**src/rtl/debounce_pulse.sv**
```systemverilog
// Push-button conditioner: synchronizes a bouncing raw level, accepts a new level
// after STABLE_CYCLES consistent samples, and emits one-cycle press/release strobes.
module debounce_pulse #(
    parameter int unsigned SYNC_STAGES   = 2,
    parameter int unsigned STABLE_CYCLES = 4,
    parameter int unsigned CNT_W         = 16
) (
    input  logic CLK,
    input  logic RST,
    input  logic ENABLE,
    input  logic BTN,
    output logic LEVEL,
    output logic PRESS,
    output logic RELEASE,
    output logic BUSY
);

    typedef enum logic [1:0] {
        IDLE_LOW  = 2'd0,
        WAIT_HIGH = 2'd1,
        IDLE_HIGH = 2'd2,
        WAIT_LOW  = 2'd3
    } state_e;

    localparam logic [CNT_W-1:0] CNT_LAST = CNT_W'(STABLE_CYCLES - 1);

    logic [SYNC_STAGES-1:0] sync_q, sync_d;
    state_e                 state_q, state_d;
    logic [CNT_W-1:0]       cnt_q, cnt_d;
    logic                   level_q, level_d;
    logic                   press_q, press_d;
    logic                   release_q, release_d;
    logic                   busy_q, busy_d;
    logic                   bsync;

    assign bsync = sync_q[SYNC_STAGES-1];

    // Synchronizer shifts whenever out of reset, independent of ENABLE.
    always_comb begin
        sync_d = {sync_q[SYNC_STAGES-2:0], BTN};
    end

    always_ff @(posedge CLK or negedge RST) begin
        if (!RST) begin
            sync_q    <= '0;
            state_q   <= IDLE_LOW;
            cnt_q     <= '0;
            level_q   <= 1'b0;
            press_q   <= 1'b0;
            release_q <= 1'b0;
            busy_q    <= 1'b0;
        end else begin
            sync_q    <= sync_d;
            state_q   <= state_d;
            cnt_q     <= cnt_d;
            level_q   <= level_d;
            press_q   <= press_d;
            release_q <= release_d;
            busy_q    <= busy_d;
        end
    end

    always_comb begin
        state_d   = state_q;
        cnt_d     = cnt_q;
        level_d   = level_q;
        press_d   = 1'b0;
        release_d = 1'b0;

        if (ENABLE) begin
            case (state_q)
                IDLE_LOW: begin
                    if (bsync) begin
                        state_d = WAIT_HIGH;
                        cnt_d   = '0;
                    end
                end
                WAIT_HIGH: begin
                    if (!bsync) begin
                        state_d = IDLE_LOW;
                    end else if (cnt_q == CNT_LAST) begin
                        state_d = IDLE_HIGH;
                        level_d = 1'b1;
                        press_d = 1'b1;
                    end else begin
                        cnt_d = cnt_q + CNT_W'(1);
                    end
                end
                IDLE_HIGH: begin
                    if (!bsync) begin
                        state_d = WAIT_LOW;
                        cnt_d   = '0;
                    end
                end
                WAIT_LOW: begin
                    if (bsync) begin
                        state_d = IDLE_HIGH;
                    end else if (cnt_q == CNT_LAST) begin
                        state_d   = IDLE_LOW;
                        level_d   = 1'b0;
                        release_d = 1'b1;
                    end else begin
                        cnt_d = cnt_q + CNT_W'(1);
                    end
                end
                default: begin
                    state_d = IDLE_LOW;
                end
            endcase
        end

        // Registered from next state so BUSY tracks the state flops exactly.
        busy_d = (state_d == WAIT_HIGH) || (state_d == WAIT_LOW);
    end

    assign LEVEL   = level_q;
    assign PRESS   = press_q;
    assign RELEASE = release_q;
    assign BUSY    = busy_q;

endmodule
```
**config.mk**
```make
export PLATFORM = sky130hd
export DESIGN_NAME = debounce_pulse
export DESIGN_NICKNAME = d
export VERILOG_FILES = /design/src/rtl/debounce_pulse.sv
export SDC_FILE = /design/constraint.sdc
export NUM_CORES = 1
export LEC_CHECK = 0
export ABC_CLOCK_PERIOD_IN_PS = 4180
export BUFFER_PORTS_ARGS = -buffer_cell sky130_fd_sc_hd__buf_2
export CAP_MARGIN = 40
export CORE_UTILIZATION = 55
export CTS_BUF_LIST = sky130_fd_sc_hd__clkbuf_4
export CTS_CLUSTER_SIZE = 40
export DETAILED_ROUTE_END_ITERATION = 12
export PLACE_DENSITY = 0.74
export REMOVE_ABC_BUFFERS = 1
export SLEW_MARGIN = 20
export SYNTH_ARGS = -nofsm -noshare
export SYNTH_HDL_FRONTEND = slang
export SYNTH_SLANG_ARGS = --single-unit
```
**constraint.sdc**
```tcl
create_clock -name CLK -period 4.18 [get_ports CLK]
set_input_delay 0.418 -clock CLK [delete_from_list [all_inputs] [get_ports CLK]]
set_output_delay 0.418 -clock CLK [all_outputs]
set_load 0.02 [all_outputs]
```
==> reports/metrics.csv <==
metric;value;unit
hold_buffers;0;
fin_cells;152;
final_util;0.6244;
cts_resized;0;
grt_overflow_total;0;
fin_worst_skew;0.008131;ns
netlist.area_leader.share;0.4946;
cts_num_sinks;23;
critPathRequiredTime;4.39;ns
fp.dieArea;2304;um2
grt_pass1_vias;819;
rsz0062_at_grt;false;
clock_latency;0.31;ns
rrSetupSlack;2.13;ns
cts_tree;yes;
worstPathMaxFanout;13;
use_met1;0.3294;
use_met2;0.3946;
ys_seq_elements;23;
placed_cell_area;1210;um2
leakage;0.5062;nW
reg2reg_from;cnt_q[0];
cpMaxStageDelayCell;and4_1;
clockBufferDepth;2;
first_pass_iters;4;
yosysSeqAreaShare;0.4946;
critPathMaxStageDelay;0.52;ns
grt_pass1_wl;3815;um
yosysTopAreaCell;dfrtp_1;
row_count;16;
drt_iter0_drc;24;
die_h;48.00;um
total_power;458.6;uW
postRouteAntennaNets;0;
max_clock_freq;487.9;MHz
critPathLaunchType;flop;
yosys_warnings;0;
outcome;finished clean;
root_buffer;clkbuf_4;
place_ws;2.179;ns
core;1982;um2
die_w;48.00;um
wl_per_cell;15.78;um
drv_slew;0;
arrival;2.26;ns
num_vias;958;
crit_buf_inv;0;
place_inst;148;
max-vdd-ir-drop;0.0003551;V
fin_crit_sh;0.4904;
antenna_found_initial;0;
cts_buffers;3;
grt_use_total;0.2469;
numPortBuffers;7;
setup_viol;0;
cap_violations;0;
via_per_inst;6.303;
path_clk_slew;0.12;ns
routed_wl;2398;um
syn-cell-area;1164;um2
gp_congestion;0.8213;
r2r_cells;5;
antennaDiodeCount;0;
finalHoldViolCount;0;
synthDistinctLibCells;28;
yosys-top-cells-area;dfrtp_1 49%, o31ai_1 5.2%, or4_1 5.2%;
timing.setup.tns;0;ns
grt_max_degree;24;
post-cts-setup-buffers;0;
dp_hpwl;1701;um
fin_crit;2.050;ns
grt.busiest_layer;met2;
holdWs;0.06110;ns
layout-drive-gt1-share;0.1120;
min_path_type;input port to async pin;
fin_nets;131;
end_kind;flop;
worst_slack;2.130;ns
synthCells;119;
power_density;370.6;nW/um2
crit_type;flop to flop;
synthToLayoutAreaGrowth;6.344;%
maxSlewHeadroom;0.4614;
crit_family;simple AND/OR/NAND/NOR gates;
drc;0;
h-tree-depth;1;
start_util;0.5871;
ios;8;
met3_usage;0.06792;
syn_avg_cell_area;9.778;um2
cp_cell_sequence;ha_1 -> nor4b_1 -> and4_1 -> nand2_1 -> mux2_2;
design_area;1237;um2
worst_slew_pin_slew;0.8049;ns
## area by class of cell
type	count	area, um2
inverters	3	11.26
fillers	175	744.5
repair buffers	7	35.03
multi-input cells	88	554.3
well taps	27	33.78
clock buffers	3	22.52
flip-flops and latches	23	575.6
clock inverters	1	5.005
## synth_stat cells (all sizes together)
master / n
a21oi: 11
a31oi: 1
and3: 2
and4: 3
buf: 3
clkbuf: 2
dfrtp: 23
ha: 1
inv: 3
mux2: 1
mux2i: 1
nand2: 10
nand2b: 2
nand3: 10
nand4: 4
nor2: 3
nor3b: 2
nor4: 3
nor4b: 2
o21ai: 8
o311ai: 2
o31ai: 8
or3: 3
or4: 8
xor2: 3
## how the worst max path moves through the flow
stage / from / end / slack, ns / depth (start not counted)
after floorplan: cnt_q[0] / cnt_q[4] / 2.40 / 5
after global placement: cnt_q[0] / flop / 2.27 / 5
after detailed placement: cnt_q[0] / flop / 2.18 / 5
after CTS: cnt_q[0] / flop / 2.16 / 5
after global routing: cnt_q[0] / flop / 2.03 / 5
final: cnt_q[0] / flop / 2.13 / 5
## registers in the layout, summed over array words and instances (netlist names), named ones only
| register | cells |
|---|---|
| cnt_q | 16 |
| sync_q | 2 |
| LEVEL | 1 |
| PRESS | 1 |
| RELEASE | 1 |
## logic make-up (layout without fill, tap and decap cells)
logic type               Yosys count  count (layout)  share of synthesized area
multiplexers                       2               2                    0.01828
buffers and inverters              8              14                    0.02903
AO/OA/AOI/OAI                     30              30                     0.1538
AND/OR/NAND/NOR                   52              52                     0.2645
flip-flops                        23              23                     0.4946
XOR/XNOR                           3               3                    0.02904
adder cells (fa/ha/maj)            1               1                    0.01075
## placed cells by master (no fill, tap or decap)
cell      synthesis  routed
or4_1             8       8
xor2_2            1       1
clkbuf_4          0       3
clkinv_2          0       1
nand2b_1          2       2
nand3_1          10      10
dfrtp_1          23      23
nand2_1           9       9
nand4_1           4       4
nor3b_1           2       2
o21ai_0           8       8
nor4_1            3       3
and3_1            2       2
nand2_2           1       1
o31ai_1           8       8
mux2_2            1       1
or3_1             3       3
o311ai_0          1       1
o311ai_1          1       1
nor4b_1           2       2
xor2_1            2       2
a21oi_1          11      11
a31oi_1           1       1
and4_1            3       3
ha_1              1       1
inv_1             3       3
nor2_1            3       3
buf_2             3       7
mux2i_1           1       1
## power breakdown
part | total (mW) | leakage [nW] | internal (mW) | switching [mW]
Clock | 0.0979 | 0.0177 | 0.0357 | 0.0622
Sequential | 0.272 | 0.311 | 0.244 | 0.0283
Combinational | 0.0883 | 0.178 | 0.0316 | 0.0567
## routing by layer
layer  vias up  part of all wire
met5         -                 0
met4         0            0.0088
met3         2             0.043
met2        19              0.48
met1       470              0.47
li1        467                 -
Power figures use the tool's default switching activity.
